--- src/rtl/dm_pkg.sv ---
// dm_pkg: shared size encodings, FSM states and ctrl decode for dm_arbiter
package dm_pkg;
  localparam logic [2:0] DM_BYTE  = 3'b000;
  localparam logic [2:0] DM_HALF  = 3'b001;
  localparam logic [2:0] DM_WORD  = 3'b010;
  localparam logic [2:0] DM_BYTEU = 3'b100;
  localparam logic [2:0] DM_HALFU = 3'b101;
  typedef enum logic [1:0] {IDLE, ACCESS, RESP} state_t;
  typedef struct packed {
    logic       legal;
    logic [2:0] size;
  } ctrl_info_t;
  function automatic ctrl_info_t decode_ctrl(input logic [2:0] ctrl);
    ctrl_info_t i;
    i.legal = ctrl inside {DM_BYTE, DM_HALF, DM_WORD, DM_BYTEU, DM_HALFU};
    i.size  = ctrl[1:0] == 2'b00 ? 3'd1 : ctrl[1:0] == 2'b01 ? 3'd2 : 3'd4;
    return i;
  endfunction
endpackage

--- src/rtl/dm_arbiter_if.sv ---
// dm_arbiter_if: two requester/response ports plus the data memory pins
interface dm_arbiter_if #(parameter int ADDR_W = 32);
  logic              req0_valid, req0_ready, req0_wr;
  logic [ADDR_W-1:0] req0_addr;
  logic [31:0]       req0_wdata;
  logic [2:0]        req0_ctrl;
  logic              rsp0_valid, rsp0_err;
  logic [31:0]       rsp0_rdata;
  logic              req1_valid, req1_ready, req1_wr;
  logic [ADDR_W-1:0] req1_addr;
  logic [31:0]       req1_wdata;
  logic [2:0]        req1_ctrl;
  logic              rsp1_valid, rsp1_err;
  logic [31:0]       rsp1_rdata;
  logic [ADDR_W-1:0] address;
  logic [31:0]       datawr, datard;
  logic              dmwr;
  logic [2:0]        dmctrl;
  modport slave (
    input  req0_valid, req0_addr, req0_wdata, req0_wr, req0_ctrl,
    input  req1_valid, req1_addr, req1_wdata, req1_wr, req1_ctrl, datard,
    output req0_ready, rsp0_valid, rsp0_err, rsp0_rdata,
    output req1_ready, rsp1_valid, rsp1_err, rsp1_rdata,
    output address, datawr, dmwr, dmctrl
  );
  modport master (
    output req0_valid, req0_addr, req0_wdata, req0_wr, req0_ctrl,
    output req1_valid, req1_addr, req1_wdata, req1_wr, req1_ctrl, datard,
    input  req0_ready, rsp0_valid, rsp0_err, rsp0_rdata,
    input  req1_ready, rsp1_valid, rsp1_err, rsp1_rdata,
    input  address, datawr, dmwr, dmctrl
  );
endinterface

--- src/rtl/dm_rr_arb2.sv ---
// dm_rr_arb2: two-way round-robin picker; the port not granted last wins ties
module dm_rr_arb2 (
  input  logic clk,
  input  logic rst,
  input  logic valid0,
  input  logic valid1,
  input  logic advance,
  output logic gnt0,
  output logic gnt1
);
  logic last_grant;
  always_comb begin
    gnt0 = valid0 & (~valid1 | last_grant);
    gnt1 = valid1 & (~valid0 | ~last_grant);
  end
  always_ff @(posedge clk) begin
    if (rst) last_grant <= 1'b1;
    else if (advance) last_grant <= gnt1;
  end
endmodule

--- src/rtl/dm_arbiter.sv ---
// dm_arbiter: round-robin sequencer of two requesters onto the byte-addressed data memory
module dm_arbiter #(
  parameter int DEPTH  = 4096,
  parameter int ADDR_W = 32
) (
  input logic         clk,
  input logic         rst,
  dm_arbiter_if.slave bus
);
  import dm_pkg::*;
  state_t            state, state_n;
  logic              gnt0, gnt1, accept, err, port, r_wr, r_err, s_wr;
  logic [ADDR_W-1:0] s_addr;
  logic [ADDR_W:0]   last_byte;
  logic [31:0]       s_wdata, rdata0, rdata1;
  logic [2:0]        s_ctrl;
  ctrl_info_t        info;
  dm_rr_arb2 u_arb (
    .clk     (clk),
    .rst     (rst),
    .valid0  (bus.req0_valid && state == IDLE),
    .valid1  (bus.req1_valid && state == IDLE),
    .advance (gnt0 | gnt1),
    .gnt0    (gnt0),
    .gnt1    (gnt1)
  );
  always_comb begin
    accept  = gnt0 | gnt1;
    s_addr  = gnt1 ? bus.req1_addr  : bus.req0_addr;
    s_wdata = gnt1 ? bus.req1_wdata : bus.req0_wdata;
    s_wr    = gnt1 ? bus.req1_wr    : bus.req0_wr;
    s_ctrl  = gnt1 ? bus.req1_ctrl  : bus.req0_ctrl;
    info    = decode_ctrl(s_ctrl);
    // one extra bit so an address near the top of the space overflows into err
    last_byte = {1'b0, s_addr} + (ADDR_W+1)'(info.size) - (ADDR_W+1)'(1);
    err     = ~info.legal | (last_byte > (ADDR_W+1)'(DEPTH - 1));
    state_n = state == IDLE ? (accept ? ACCESS : IDLE) : state == ACCESS ? RESP : IDLE;
    bus.req0_ready = gnt0;
    bus.req1_ready = gnt1;
    bus.dmwr       = state == ACCESS && r_wr && !r_err;
    bus.rsp0_valid = state == RESP && !port;
    bus.rsp1_valid = state == RESP && port;
    bus.rsp0_err   = state == RESP && !port && r_err;
    bus.rsp1_err   = state == RESP && port && r_err;
    bus.rsp0_rdata = rdata0;
    bus.rsp1_rdata = rdata1;
  end
  always_ff @(posedge clk) begin
    if (rst) begin
      state       <= IDLE;
      bus.address <= '0;
      bus.datawr  <= '0;
      bus.dmctrl  <= '0;
      r_wr        <= 1'b0;
      r_err       <= 1'b0;
      port        <= 1'b0;
      rdata0      <= '0;
      rdata1      <= '0;
    end else begin
      state <= state_n;
      if (accept) begin
        bus.address <= s_addr;
        bus.datawr  <= s_wdata;
        bus.dmctrl  <= s_ctrl;
        r_wr        <= s_wr;
        r_err       <= err;
        port        <= gnt1;
      end
      if (state == ACCESS && port) rdata1 <= (r_wr || r_err) ? 32'd0 : bus.datard;
      if (state == ACCESS && !port) rdata0 <= (r_wr || r_err) ? 32'd0 : bus.datard;
    end
  end
endmodule

--- src/flat_wrapper.sv ---
// flat-port wrapper written by rule: the top's interface ports become plain ports
module dm_arbiter_flat import dm_pkg::*;
#(
  parameter int DEPTH  = 4096,
  parameter int ADDR_W = 32
)
  (clk, rst, bus_req0_valid, bus_req0_addr, bus_req0_wdata, bus_req0_wr, bus_req0_ctrl, bus_req1_valid, bus_req1_addr, bus_req1_wdata, bus_req1_wr, bus_req1_ctrl, bus_datard, bus_req0_ready, bus_rsp0_valid, bus_rsp0_err, bus_rsp0_rdata, bus_req1_ready, bus_rsp1_valid, bus_rsp1_err, bus_rsp1_rdata, bus_address, bus_datawr, bus_dmwr, bus_dmctrl);
  dm_arbiter_if #(.ADDR_W(ADDR_W)) bus_i ();
  input logic clk;
  input logic rst;
  input wire logic [$bits(bus_i.req0_valid)-1:0] bus_req0_valid;
  input wire logic [$bits(bus_i.req0_addr)-1:0] bus_req0_addr;
  input wire logic [$bits(bus_i.req0_wdata)-1:0] bus_req0_wdata;
  input wire logic [$bits(bus_i.req0_wr)-1:0] bus_req0_wr;
  input wire logic [$bits(bus_i.req0_ctrl)-1:0] bus_req0_ctrl;
  input wire logic [$bits(bus_i.req1_valid)-1:0] bus_req1_valid;
  input wire logic [$bits(bus_i.req1_addr)-1:0] bus_req1_addr;
  input wire logic [$bits(bus_i.req1_wdata)-1:0] bus_req1_wdata;
  input wire logic [$bits(bus_i.req1_wr)-1:0] bus_req1_wr;
  input wire logic [$bits(bus_i.req1_ctrl)-1:0] bus_req1_ctrl;
  input wire logic [$bits(bus_i.datard)-1:0] bus_datard;
  output wire logic [$bits(bus_i.req0_ready)-1:0] bus_req0_ready;
  output wire logic [$bits(bus_i.rsp0_valid)-1:0] bus_rsp0_valid;
  output wire logic [$bits(bus_i.rsp0_err)-1:0] bus_rsp0_err;
  output wire logic [$bits(bus_i.rsp0_rdata)-1:0] bus_rsp0_rdata;
  output wire logic [$bits(bus_i.req1_ready)-1:0] bus_req1_ready;
  output wire logic [$bits(bus_i.rsp1_valid)-1:0] bus_rsp1_valid;
  output wire logic [$bits(bus_i.rsp1_err)-1:0] bus_rsp1_err;
  output wire logic [$bits(bus_i.rsp1_rdata)-1:0] bus_rsp1_rdata;
  output wire logic [$bits(bus_i.address)-1:0] bus_address;
  output wire logic [$bits(bus_i.datawr)-1:0] bus_datawr;
  output wire logic [$bits(bus_i.dmwr)-1:0] bus_dmwr;
  output wire logic [$bits(bus_i.dmctrl)-1:0] bus_dmctrl;
  assign bus_i.req0_valid = bus_req0_valid;
  assign bus_i.req0_addr = bus_req0_addr;
  assign bus_i.req0_wdata = bus_req0_wdata;
  assign bus_i.req0_wr = bus_req0_wr;
  assign bus_i.req0_ctrl = bus_req0_ctrl;
  assign bus_i.req1_valid = bus_req1_valid;
  assign bus_i.req1_addr = bus_req1_addr;
  assign bus_i.req1_wdata = bus_req1_wdata;
  assign bus_i.req1_wr = bus_req1_wr;
  assign bus_i.req1_ctrl = bus_req1_ctrl;
  assign bus_i.datard = bus_datard;
  assign bus_req0_ready = bus_i.req0_ready;
  assign bus_rsp0_valid = bus_i.rsp0_valid;
  assign bus_rsp0_err = bus_i.rsp0_err;
  assign bus_rsp0_rdata = bus_i.rsp0_rdata;
  assign bus_req1_ready = bus_i.req1_ready;
  assign bus_rsp1_valid = bus_i.rsp1_valid;
  assign bus_rsp1_err = bus_i.rsp1_err;
  assign bus_rsp1_rdata = bus_i.rsp1_rdata;
  assign bus_address = bus_i.address;
  assign bus_datawr = bus_i.datawr;
  assign bus_dmwr = bus_i.dmwr;
  assign bus_dmctrl = bus_i.dmctrl;
  dm_arbiter #(.DEPTH(DEPTH), .ADDR_W(ADDR_W)) u_core (.clk(clk), .rst(rst), .bus(bus_i));
endmodule
--- config.mk ---
export PLATFORM = sky130hd
export DESIGN_NAME = dm_arbiter_flat
export DESIGN_NICKNAME = d
export VERILOG_FILES = /design/src/rtl/dm_pkg.sv /design/src/rtl/dm_arbiter_if.sv /design/src/rtl/dm_rr_arb2.sv /design/src/rtl/dm_arbiter.sv /design/src/flat_wrapper.sv
export SDC_FILE = /design/constraint.sdc
export NUM_CORES = 1
export LEC_CHECK = 0
export ABC_AREA = 1
export BUFFER_PORTS_ARGS = -buffer_cell sky130_fd_sc_hd__buf_4
export CORE_ASPECT_RATIO = 0.5
export CORE_UTILIZATION = 35
export CTS_CLUSTER_SIZE = 20
export DETAILED_ROUTE_END_ITERATION = 10
export GPL_ROUTABILITY_DRIVEN = 0
export PLACE_DENSITY_LB_ADDON = 0.3
export REMOVE_ABC_BUFFERS = 1
export SETUP_SLACK_MARGIN = 0.3
export SYNTH_ARGS = -nofsm -noshare
export SYNTH_HDL_FRONTEND = slang
export SYNTH_SLANG_ARGS = --single-unit
--- constraint.sdc ---
create_clock -name clk -period 4.3 [get_ports clk]
set_input_delay 0.215 -clock clk [delete_from_list [all_inputs] [get_ports clk]]
set_output_delay 0.215 -clock clk [all_outputs]
set_load 0.01 [all_outputs]
* After elaboration in Yosys (flattened, before gate mapping)
Index checks and enable logic that the tools add are counted.
** Operators by class
- Add/sub/neg operators :: 2
- Order comparisons :: 1
- Equality and inequality tests :: 7
- Muxes and demuxes :: 10
- Bitwise logic cells :: 10
- Reduce and logical (&&, ||, !) cells :: 17
** Operators by type and width (count)
- $mux 32 :: 3
- $add 32x3->33 :: 1
- $gt 33x12->1 const B :: 1
- $sub 33x1->33 const B :: 1
- $logic_and 1x1->1 :: 10
- $mux 3 :: 3
- $eq 3x3->1 const B :: 2
- $reduce_bool 5->1 :: 1
- $eq 2x1->1 const B :: 2
- $logic_not 2->1 :: 2
- $mux 2 :: 2
- $not 1->1 :: 4
- $or 1x1->1 :: 4
- $eq 3x1->1 const B :: 1
- $eq 3x2->1 const B :: 1
- $logic_not 3->1 :: 1
- $and 1x1->1 :: 2
- $eq 2x2->1 const B :: 1
- $logic_not 1->1 :: 2
- $mux 1 :: 2
- $logic_or 1x1->1 :: 1
** Storage, ports and cells
- Register bits :: 137
- Input port bits :: 172

* Longest topological paths before layout
Gate-level depths: netlist of run 1.
- Depth after elaboration :: 13
- Depth in mapped cells :: 27

* Hierarchy
From an unflattened synthesis of run 1, not the netlist that was laid out.
** Unflattened totals
- Cell total of the unflattened synthesis :: 1260
- Area, all modules :: 7917.6 µm²
** By module, submodules not included
- dm_arbiter :: times used 1, cells an instance 1251, area each 7858.8 µm², seq. area each 2722.6 µm²
- dm_rr_arb2 :: times used 1, cells an instance 9, area each 58.8 µm², seq. area each 20.0 µm²

* Worst setup path after synthesis of run 1
No wires, ideal clock.
- Path type :: register -> register
- Start point :: register u_core.state[0]
- End point :: register u_core.r_err
- Library setup time :: 109 ps
- Arrival time :: 2906 ps
- Setup slack :: 1285 ps
- Cell stages (with the launch flop) :: 26
- Path buffers :: 0
- Period minus slack after synthesis :: 3015 ps
- Cells stage by stage :: dfxtp_1 -> nor2_4 -> nand3_4 -> nand2_1 -> o21ai_4 -> or2_2 -> ha_1 -> inv_1 -> ha_1 -> fa_1 -> nand2_1 -> nand2_1 -> nand2_1 -> nand2_1 -> nand2_1 -> nand2_1 -> nand2_1 -> nand2_1 -> nor2_1 -> nand2_1 -> nor2_1 -> nand2_1 -> nor2_1 -> nand4_1 -> nand2_1 -> inv_1
** On the way
- Longest elaborated chain between the ends :: 13
** RTL lines
- start: declaration :: RTL line dm_arbiter.sv:11 : state_t state, state_n;
- start signal: assignment :: RTL line dm_arbiter.sv:60 : state <= state_n;
- $logic_not 2->1 (*) :: RTL line dm_arbiter.sv:21, dm_arbiter.sv:22
- $logic_and 1x1->1 :: RTL line dm_arbiter.sv:21 : .valid0 (bus.req0_valid && state == IDLE),
- $not 1->1 :: RTL line dm_rr_arb2.sv:14 : gnt1 = valid1 & (~valid0 | ~last_grant);
- $or 1x1->1 :: RTL line dm_rr_arb2.sv:14
- $and 1x1->1 :: RTL line dm_rr_arb2.sv:14
- $mux 3 :: RTL line dm_arbiter.sv:32 : s_ctrl = gnt1 ? bus.req1_ctrl : bus.req0_ctrl;
- $eq 2x1->1 :: RTL line dm_pkg.sv:16 : i.size = ctrl[1:0] == 2'b00 ? 3'd1 : ctrl[1:0] == 2'b01 ? 3'd2 : 3'd4;
- $mux 3 (2 in series) :: RTL line dm_pkg.sv:16
- $add 32x3->33 :: RTL line dm_arbiter.sv:35 : last_byte = {1'b0, s_addr} + (ADDR_W+1)'(info.size) - (ADDR_W+1)'(1);
- $sub 33x1->33 :: RTL line dm_arbiter.sv:35
- $gt 33x12->1 :: RTL line dm_arbiter.sv:36 : err = ~info.legal | (last_byte > (ADDR_W+1)'(DEPTH - 1));
- $or 1x1->1 :: RTL line dm_arbiter.sv:36
- end signal: assignment :: RTL line dm_arbiter.sv:66 : r_err <= err;
- end: declaration :: RTL line dm_arbiter.sv:12 : logic gnt0, gnt1, accept, err, port, r_wr, r_err, s_wr;
Every way passes the cells marked *; elsewhere a longest branch is shown, timed or not.
A chain may end at the register's enable or synchronous reset.

* Final worst setup path of run 1
- Start point :: register u_core.u_arb.last_grant
- End point :: register u_core.r_err
** On the way
- Longest elaborated chain between the ends :: 11
** RTL lines
- start: declaration :: RTL line dm_rr_arb2.sv:11 : logic last_grant;
- start signal: assignment :: RTL line dm_rr_arb2.sv:18 : else if (advance) last_grant <= gnt1;
- $not 1->1 :: RTL line dm_rr_arb2.sv:14
- $or 1x1->1 :: RTL line dm_rr_arb2.sv:14
- $and 1x1->1 :: RTL line dm_rr_arb2.sv:14
- $mux 3 :: RTL line dm_arbiter.sv:32
- $eq 2x1->1 :: RTL line dm_pkg.sv:16
- $mux 3 (2 in series) :: RTL line dm_pkg.sv:16
- $add 32x3->33 :: RTL line dm_arbiter.sv:35
- $sub 33x1->33 :: RTL line dm_arbiter.sv:35
- $gt 33x12->1 :: RTL line dm_arbiter.sv:36
- $or 1x1->1 :: RTL line dm_arbiter.sv:36
Several ways; a longest one is shown, not always the timed one.

==> flow_metrics.tcl, run 1 <==
set metrics [dict create \
    fp.dieW_um 215.2 \
    synth_top_cell_area_share_pct 34.49 \
    root_buffer "clkbuf_16" \
    rsz0062_at_grt "false" \
    fin_setup_tns_ps 0 \
    slew-limit-headroom_pct 27.04 \
    wl_per_cell_um 14.79 \
    chipHeight_um 108.6 \
    worst_pin_slew_ps 1092 \
    wl_met3_um 1339 \
    top_layer_used "met4" \
    power.density_nw_per_um2 394.0 \
    grt_max_degree 66 \
    endpoint_kind "flop" \
    ant_nets 0 \
    synth_most_common_cell "nand2_1" \
    cts-buffers-inserted 17 \
    wl_met2_um 12790 \
    syn_area_per_cell_sq_um 6.366 \
    ys.flop_type "dfxtp_1" \
    diodes 0 \
    p_total_mw 4.392 \
    ctsHtreeMaxLevel 4 \
    yosysSeqAreaShare_pct 34.49 \
    multiInputGateArea_sq_um 4368 \
    drt_first_pass_iters 8 \
    start_util_pct 36.20 \
    dp_hpwl_um 20390 \
    via_per_inst 4.915 \
    cts_hold_buf 0 \
    clock_latency_ps 430 \
    slew_viol_final 0 \
    cp-start-kind "flop" \
    yosysTopAreaCell "dfxtp_1" \
    skew_ps 8.805 \
    drv_cap 0 \
    core-area_sq_um 21970 \
    regArea_sq_um 2743 \
    antenna_found_initial 0 \
    share_comb_of_total_power_pct 32.9 \
    place_ws_ps 565.1 \
    ys_types 36 \
    post-route-drc-count 0 \
    worst_slack_ps 657.9 \
    switching_share_pct 35.09 \
    synth_edf_count 0 \
    io_buffers 309 \
    hold_path.class "in2reg" \
    ys_ff_latch 137 \
    leakage_nw 5.870 \
    clkSlewWorstSetupHoldPaths_ps 60 \
    p_sw_mw 1.541 \
    hold_violations 0 \
    clockBufferDepth 2 \
    detail_route.iter0.violations 696 \
    synthToLayoutAreaGrowth_pct 40.17 \
    cts.sinks 137 \
    crit_required_ps 4630 \
    finalCriticalPeriod_ps 3642 \
    path_class "reg2reg" \
    ys_top_cells_by_count "nand2_1, o21ai_0, inv_1, dfxtp_1, nor2_1" \
    p_clk_share_pct 33.8 \
    fmax_mhz 274.6 \
    setup-violations-final 0 \
    cts_tree "done" \
    nFillCells 2234 \
    grt_use_total_pct 22.58 \
    rows 38 \
    overflow 0 \
    peakVddDrop_v 0.0002071 \
    synth.area.top_cells "dfxtp_1, nand2_1, o21ai_0, inv_1, nor2_1" \
    crit_path_max_fanout 22 \
    ys.warnings.count 0 \
    period_share_pct 84.70 \
    wl_um 27360 \
    syn_inst 1249 \
    dieArea_sq_um 23360 \
    syn_area_sq_um 7951 \
    grt_pass1_vias 8470 \
    via_count 9088 \
    status "complete, no violations" \
    grt_pass1_wl_um 42170 \
    drive_above_1_share_pct 25.50 \
    p_int_mw 2.851 \
    worstPathArrival_ps 3970 \
    nets 1743 \
    async_flop_share_pct 0 \
    io_pins 310 \
    final_core_util_pct 50.74 \
    wl_met1_um 12570 \
    seqPwrFrac_pct 33.2 \
]
area by class of cell:
cell class / count / area share (%)
clock buffers: 21 / 4.041
well taps: 300 / 3.368
multi-input cells: 887 / 39.19
flip-flops and latches: 137 / 24.61
inverters: 172 / 5.826
repair buffers: 321 / 21.73
clock inverters: 11 / 1.235
per-stage QoR:
stage          instances  area (sq um)  hold WS (ps)
2_1_floorplan       1195          7731         284.1
5_1_grt             1849         11150         25.44
4_1_cts             1845         11110         10.91
6_report            1849         11150         30.55
3_5_place_dp        1813         10520         454.3
3_3_place_gp        1813         10520         453.9
worst max-delay path: stages, from the launching register on:
cell and delay (ps):
dfxtp_1 350, nand2_1 200, nand3_4 230, inv_4 130, nand2_1 80, nand2_1 70
or2_2 280, ha_1 270, inv_1 40, ha_1 230, fa_1 370, nand2_1 70
nand2_1 50, nand2_1 100, nand2_1 100, nand2_1 100, nand2_1 100, nand2_1 90
nand2_1 50, nor2_1 100, nand2_1 60, nor2_1 80, nand2_1 50, nor2_1 100
nand4_1 110, nand2_1 80, inv_1 40
worst paths after layout:
check	startpoint	depth (start not counted)	end	slack, ps
min	bus_req1_wdata[25]	3	u_core.bus.datawr[25]	30
max reg2reg	u_core.u_arb.last_grant	26	u_core.r_err	660
min reg2reg	u_core.bus.rsp0_rdata[18]	2	u_core.bus.rsp0_rdata[18]	460
max	u_core.u_arb.last_grant	26	u_core.r_err	660
what timing repair did:
action,in CTS,in global routing
buffers inserted,0,3
setup endpoints to repair,0,1
gates resized for setup,0,2
logic make-up (layout without fill, tap and decap cells):
logic type | after synthesis | after routing | synth area share, %
AO/OA/AOI/OAI | 293 | 293 | 18.82
XOR/XNOR | 1 | 1 | 0.1102
adder cells (fa/ha/maj) | 35 | 35 | 5.602
buffers and inverters | 226 | 525 | 10.89
flip-flops | 137 | 137 | 34.49
multiplexers | 3 | 3 | 0.3777
AND/OR/NAND/NOR | 554 | 555 | 29.71
power by group through the flow:
stage | Clock [mW] | Combinational [mW] | Sequential, mW
after global routing | 1.57 | 1.61 | 1.47
after global placement | 0 | 1.40 | 1.48
final | 1.49 | 1.45 | 1.46
after detailed placement | 0 | 1.42 | 1.49
after floorplan | 0 | 0.790 | 1.53
after CTS | 1.52 | 1.43 | 1.46
routing by layer:
| metal | GRT usage (%) | vias to the layer above |
|---|---|---|
| li1 | - | 4579 |
| met3 | 4.838 | 52 |
| met1 | 28.76 | 4172 |
| met5 | 0 | - |
| met2 | 37.76 | 285 |
| met4 | 8.308 | 0 |
layout by cell type (no fill, tap or decap), drive strengths merged:
cell      synthesis  layout
buf               9     321
nand2           289     289
o21ai           192     192
inv             169     172
dfxtp           137     137
nor2            134     134
a21oi            95      95
nand3            67      68
ha               34      34
or2              31      31
clkbuf           45      21
nand4            11      11
nand3b            8       8
and2              7       7
clkinv            3       6
nor3              3       3
a21o              3       3
mux2i             3       3
clkinvlp          0       3
and3              2       2
o211ai            2       2
nor4              2       2
bufinv            0       2
xor2              1       1
a21boi            1       1
fa                1       1
state kept, by name (all words and copies together), names as in the netlist:
| register | count |
|---|---|
| u_core.port | 1 |
| u_core.u_arb.last_grant | 1 |
| u_core.bus.address | 32 |
| u_core.bus.rsp1_rdata | 32 |
| u_core.bus.dmctrl | 3 |
| u_core.r_wr | 1 |
| u_core.bus.rsp0_rdata | 32 |
| u_core.bus.datawr | 32 |
| u_core.state | 2 |
| u_core.r_err | 1 |
(Power assumes the default switching activity.)
==> run 2, diff against run 1 <==
--- a/config.mk
+++ b/config.mk
@@ -5,7 +5,7 @@
 export SDC_FILE = /design/constraint.sdc
 export NUM_CORES = 1
 export LEC_CHECK = 0
-export ABC_AREA = 1
+export ABC_AREA = 0
 export BUFFER_PORTS_ARGS = -buffer_cell sky130_fd_sc_hd__buf_4
 export CORE_ASPECT_RATIO = 0.5
 export CORE_UTILIZATION = 35
==> constraint.sdc (replaced) <==
create_clock -name clk -period 3.5 [get_ports clk]
set_input_delay 0.175 -clock clk [delete_from_list [all_inputs] [get_ports clk]]
set_output_delay 0.175 -clock clk [all_outputs]
set_load 0.01 [all_outputs]
==> run 2 against run 1 <==
Net effect: the run now ends with setup timing left; die area down 10%; utilization up 5.7 points; first-iteration DRC count down 19%; final cell count down 15%; sequential cell count unchanged; clock skew up 1.3 ps; critical path depth down 7; hold slack worse by 17 ps; via count down 12%; synthesized cell count down 28%.
==> flow_metrics.tcl, run 2 <==
set metrics [dict create \
    share_comb_of_total_power_pct 32.4 \
    grt_max_degree 94 \
    chipHeight_um 102.8 \
    switching_share_pct 31.92 \
    syn_area_per_cell_sq_um 7.863 \
    grt-busiest-layer "met2" \
    final_core_util_pct 56.45 \
    p_clk_share_pct 33.6 \
    io_buffers 309 \
    fin_setup_tns_ps -507.9 \
    clkSlewWorstSetupHoldPaths_ps 60 \
    fp.dieW_um 203.5 \
    synth_most_common_cell "nand2_1" \
    via_count 8032 \
    grt_pass1_wl_um 37280 \
    grt_pass1_vias 7453 \
    violations "setup timing" \
    ctsHtreeMaxLevel 4 \
    core-area_sq_um 19680 \
    worst_slack_ps -507.9 \
    cp-start-kind "flop" \
    path_class "reg2reg" \
    rows 36 \
    met3_usage_pct 4.362 \
    p_int_mw 3.522 \
    layout_common_cells "buf_4, nand2_1, dfxtp_1, a21oi_1, nor2_1" \
    hold_path.class "in2reg" \
    ys_top_cells_by_count "nand2_1, dfxtp_1, a21oi_1, nor2_1, nand3_1" \
    reg2reg_depth 19 \
    drv_cap 0 \
    syn_inst 904 \
    dp_hpwl_um 17790 \
    slew_viol_final 0 \
    p_sw_mw 1.651 \
    min_path_cells 3 \
    clock_latency_ps 430 \
    clockBufferDepth 2 \
    drive_above_1_share_pct 37.52 \
    antenna_found_initial 0 \
    detail_route.iter0.violations 564 \
    ys.warnings.count 0 \
    leakage_nw 5.206 \
    synth_edf_count 0 \
    crit_path_max_fanout 5 \
    fmax_mhz 249.5 \
    grt_use_total_pct 22.57 \
    diodes 0 \
    period_share_pct 114.5 \
    hold_violations 0 \
    worst_pin_slew_ps 911.6 \
    cts.sinks 137 \
    skew_ps 10.10 \
    io_pins 310 \
    async_flop_share_pct 0 \
    final_common_cell "buf_4" \
    yosysTopAreaCell "dfxtp_1" \
    nets 1494 \
    syn_area_sq_um 7108 \
    endpoint_kind "flop" \
    status "finished with violations" \
    crit_required_ps 3780 \
    fin_cells 1564 \
    rsz0062_at_grt "true" \
    ant_nets 0 \
    root_buffer "clkbuf_16" \
    ys_types 58 \
    cts_tree "done" \
    met2_usage_pct 39.93 \
    peakVddDrop_v 0.0003697 \
    ys.flop_type "dfxtp_1" \
    place_ws_ps -867.6 \
    finalCriticalPeriod_ps 4008 \
    yosysSeqAreaShare_pct 38.58 \
    cts-buffers-inserted 17 \
    wl_per_cell_um 15.64 \
    overflow 0 \
    slew-limit-headroom_pct 39.22 \
    synthToLayoutAreaGrowth_pct 56.31 \
    via_per_inst 5.136 \
    met1_usage_pct 27.69 \
    placedCellCount 1525 \
    wl_um 24470 \
    ys_ff_latch 137 \
    setup-violations-final 1 \
    post-route-drc-count 0 \
    drt_first_pass_iters 5 \
    dieArea_sq_um 20920 \
    start_util_pct 36.11 \
    power.density_nw_per_um2 465.6 \
    worstPathArrival_ps 4280 \
    synth_top_cell_area_share_pct 38.58 \
    seqPwrFrac_pct 34.0 \
    synth.area.top_cells "dfxtp_1, nand2_1, a21oi_1, ha_1, mux2i_1" \
]
## run 2: cell types whose count changed after synthesis, moves of 6 or more
cell,delta
clkbuf_1,+14
nor2_1,-44
a311oi_1,+34
buf_1,+6
o21ai_0,-154
or2_2,-30
xnor2_1,+10
a211oi_1,+41
inv_1,-128
mux2i_1,+35
nand2b_1,+7
o21ai_1,-16
nand2_1,-137
## run 2: kinds of logic after synthesis
logic type      Yosys count  share of synthesized area, %
mux                      39                         5.510
simple gates            351                         21.62
buf+inv                 108                         6.055
fa+ha+maj                35                         6.267
xor+xnor                 12                         1.479
compound gates          222                         20.49
flops                   137                         38.58
## run 2: metal layers
| metal | vias up | wire length, um | share of wire [%] |
|---|---|---|---|
| met2 | 248 | 12210 | 50 |
| met1 | 3791 | 10670 | 44 |
| li1 | 3952 | - | - |
| met5 | - | 0 | 0 |
| met4 | 0 | 480 | 2.0 |
| met3 | 41 | 1107 | 4.5 |
## run 2: path summary, 6_finish.rpt
path / startpoint / to / slack, ps
worst max-delay path: u_core.state[0] / u_core.r_err / -510
worst min-delay path: bus_datard[10] / u_core.bus.rsp0_rdata[10] / 10
worst max register to register: u_core.state[0] / u_core.r_err / -510
worst min register to register: u_core.bus.rsp1_rdata[2] / u_core.bus.rsp1_rdata[2] / 450
## run 2: worst max-delay path, stage by stage, from the launching register on
cell	delay, ps
dfxtp_2	330
nor2_4	130
nand3_4	120
mux2i_2	230
nand2b_1	100
ha_1	320
inv_2	70
ha_4	130
fa_2	190
a211o_1	130
o2111ai_2	100
a311oi_2	340
o21ai_2	100
buf_4	150
o311ai_4	230
nand4_1	140
mux2i_1	130
or4_1	550
nor4_2	260
a211oi_1	100
## run 2: what timing repair did
| action | in CTS | in global routing |
|---|---|---|
| endpoints found under the setup margin | 1 | 1 |
| cloned | 0 | 0 |
| setup buffers | 5 | 0 |
| pin swaps | 17 | 2 |
| endpoints found under the hold margin | 3 | 1 |
| hold buffers | 3 | 1 |
| gates resized for setup | 20 | 8 |
## run 2: area by class of cell
type,count,area [sq um]
clock buffers,21,460.4
repair buffers,432,3257
fillers,1864,8573
well taps,266,332.8
flip-flops and latches,137,2745
inverters,40,150.1
clock inverters,9,93.84
multi-input cells,659,4071
## run 2: stage by stage
step	cell area, sq um	hold WS, ps	power, mW
floorplan	6828	244.1	2.591
global placement	10370	442.5	3.371
detailed placement	10370	447.8	3.403
CTS	11070	0.2241	5.199
global route	11110	9.756	5.466
finish	11110	13.46	5.173
## run 2: power by group through the flow
stage               logic (mW)  clock network (mW)  registers [mW]
finish                    1.68                1.74            1.76
global route              1.84                1.86            1.77
CTS                       1.67                1.77            1.76
detailed placement        1.61                   0            1.79
global placement          1.59                   0            1.78
floorplan                0.762                   0            1.83
==> run 3, diff against run 2 <==
--- a/config.mk
+++ b/config.mk
@@ -12,7 +12,6 @@
 export CTS_CLUSTER_SIZE = 20
 export DETAILED_ROUTE_END_ITERATION = 10
 export GPL_ROUTABILITY_DRIVEN = 0
-export PLACE_DENSITY_LB_ADDON = 0.3
 export REMOVE_ABC_BUFFERS = 1
 export SETUP_SLACK_MARGIN = 0.3
 export SYNTH_ARGS = -nofsm -noshare
==> constraint.sdc (replaced) <==
create_clock -name clk -period 3.9 [get_ports clk]
set_input_delay 0.195 -clock clk [delete_from_list [all_inputs] [get_ports clk]]
set_output_delay 0.195 -clock clk [all_outputs]
set_load 0.01 [all_outputs]
==> run 3 against run 2 <==
Net effect: the run now ends clean; sequential share of layout area increased by 0.34 points; clock power about the same; via count fell by 3.8%; die area unchanged; hold slack improved by 21 ps; critical path type unchanged; largest cell class unchanged.
==> flow_metrics.tcl, run 3 (synthesized netlist as in run 2, its figures left out) <==
set metrics [dict create \
    status "complete, no violations" \
    r2r-start "u_core.state[0]" \
    power.density_nw_per_um2 432.1 \
    skew_ps 8.311 \
    min_from "bus_datard[5]" \
    wl_um 24490 \
    drt_first_pass_iters 5 \
    synthToLayoutAreaGrowth_pct 54.22 \
    worstPathArrival_ps 4170 \
    diodes 0 \
    hold_violations 0 \
    rows 36 \
    grt_use_total_pct 22.59 \
    critPathSlowestCell "or4_1" \
    crit_path_max_fanout 6 \
    crit_required_ps 4190 \
    min_path_cells 3 \
    fin_cells 1538 \
    drive_above_1_share_pct 36.71 \
    path_cells "nor2_4 -> nand3_4 -> mux2i_2 -> nand2b_1 -> ha_1 -> inv_2 -> ha_4 -> fa_2 -> a211o_1 -> o2111ai_2 -> a311oi_2 -> o21ai_2 -> buf_4 -> xnor2_1 -> or4_1 -> nor4_2 -> nand4_1 -> nor4_2 -> a211oi_1" \
    nets 1466 \
    io_pins 310 \
    fmax_mhz 258.0 \
    via_per_inst 5.021 \
    slowest_delay_ps 480 \
    cp-start-kind "flop" \
    peakVddDrop_v 0.0002156 \
    core-area_sq_um 19680 \
    cpMostUsedCell "nor4_2" \
    grt_max_degree 89 \
    final_common_cell "buf_4" \
    p_sw_mw 1.492 \
    placedCellCount 1502 \
    leakage_nw 5.099 \
    setup-violations-final 0 \
    post-route-drc-count 0 \
    layout_common_cells "buf_4, nand2_1, dfxtp_1, a21oi_1, nor2_1" \
    worst_pin_slew_ps 1167 \
    rrSetupSlack_ps 20 \
    slew-limit-headroom_pct 22.02 \
    wl_per_cell_um 15.92 \
    cp.depth 19 \
    dp_hpwl_um 18240 \
    slew_viol_final 0 \
    cts.sinks 137 \
    detail_route.iter0.violations 420 \
    fp.dieW_um 203.5 \
    drv_cap 0 \
    via_count 7723 \
    ant_nets 0 \
    r2r_end "u_core.r_err" \
    overflow 0 \
    p_clk_share_pct 36.1 \
    period_share_pct 99.38 \
    io_buffers 309 \
    grt_pass1_wl_um 37350 \
    chipHeight_um 102.8 \
    clock_latency_ps 430 \
    cts_hold_buf 0 \
    cts_tree "done" \
    min_to "u_core.bus.rsp1_rdata[5]" \
    reg2reg_depth 19 \
    ctsHtreeMaxLevel 4 \
    hold_path.class "in2reg" \
    switching_share_pct 31.49 \
    share_comb_of_total_power_pct 30.7 \
    path_class "reg2reg" \
    finalCriticalPeriod_ps 3876 \
    p_int_mw 3.246 \
    clockBufferDepth 2 \
    final_area_sq_um 10960 \
    root_buffer "clkbuf_16" \
    rsz0062_at_grt "true" \
    grt_pass1_vias 7174 \
    antenna_found_initial 0 \
    endpoint_kind "flop" \
    dieArea_sq_um 20920 \
    cp_top_family "simple AND/OR/NAND/NOR gates" \
    clkSlewWorstSetupHoldPaths_ps 60 \
    cts-buffers-inserted 17 \
    seqPwrFrac_pct 33.2 \
    placed_cell_area_sq_um 10210 \
    crit_buf_inv 2 \
    start_util_pct 36.11 \
]
## run 3: power by group through the flow
stage	clock network, mW	logic (mW)	registers (mW)
global placement	0	1.39	1.60
floorplan	0	0.684	1.64
detailed placement	0	1.40	1.60
finish	1.71	1.45	1.57
global route	1.81	1.59	1.59
CTS	1.74	1.45	1.57
## run 3: worst register-to-register path, cell delays in order, from the launching register on
cell and delay (ps):
dfxtp_2 330, nor2_4 130, nand3_4 130, mux2i_2 190
nand2b_1 150, ha_1 290, inv_2 40, ha_4 160
fa_2 330, a211o_1 280, o2111ai_2 80, a311oi_2 160
o21ai_2 180, buf_4 140, xnor2_1 50, or4_1 480
nor4_2 150, nand4_1 140, nor4_2 260, a211oi_1 100
## run 3: worst max-delay path by stage
stage	start	end	slack (ps)
2_1_floorplan	u_core.state[1]	u_core.r_err	-2330
3_3_place_gp	u_core.state[1]	u_core.r_err	-330
3_5_place_dp	u_core.state[1]	u_core.r_err	-370
4_1_cts	u_core.state[0]	u_core.r_err	5
5_1_grt	u_core.u_arb.last_grant	u_core.r_err	-250
6_report	u_core.state[0]	u_core.r_err	20
## run 3: per-layer routing
layer | global-route usage (%) | part of all wire [%] | wire [um] | vias up
met5 | 0 | 0 | 0 | -
met4 | 5.842 | 1.2 | 301 | 0
met3 | 4.109 | 3.8 | 939 | 23
met2 | 39.54 | 50 | 12210 | 175
met1 | 28.95 | 45 | 11040 | 3620
li1 | - | - | - | 3905
## run 3: what timing repair did
| action | in CTS | in global routing |
|---|---|---|
| gates resized for setup | 23 | 8 |
| setup buffers | 4 | 0 |
| pin swaps | 19 | 3 |
| endpoints found under the setup margin | 1 | 1 |
## run 3: area by class of cell
type | count | area (sq um)
clock buffers | 20 | 446.7
clock inverters | 12 | 165.2
fillers | 1868 | 8722
inverters | 40 | 150.1
multi-input cells | 659 | 4073
flip-flops and latches | 137 | 2745
well taps | 266 | 332.8
repair buffers | 404 | 3049
## run 3: metrics by stage
step / TNS [ps] / util, % / total power, mW / hold slack, ps / setup slack [ps]
finish: 0 / 55.69 / 4.737 / 34.28 / 24.21
global route: -249.3 / 55.69 / 4.992 / 20.05 / -249.3
CTS: 0 / 55.54 / 4.763 / 15.12 / 5.155
detailed placement: -365.2 / 51.85 / 3.008 / 447.9 / -365.2
global placement: -333.0 / 51.85 / 2.988 / 443.6 / -333.0
floorplan: -17950 / - / 2.326 / 264.1 / -2328
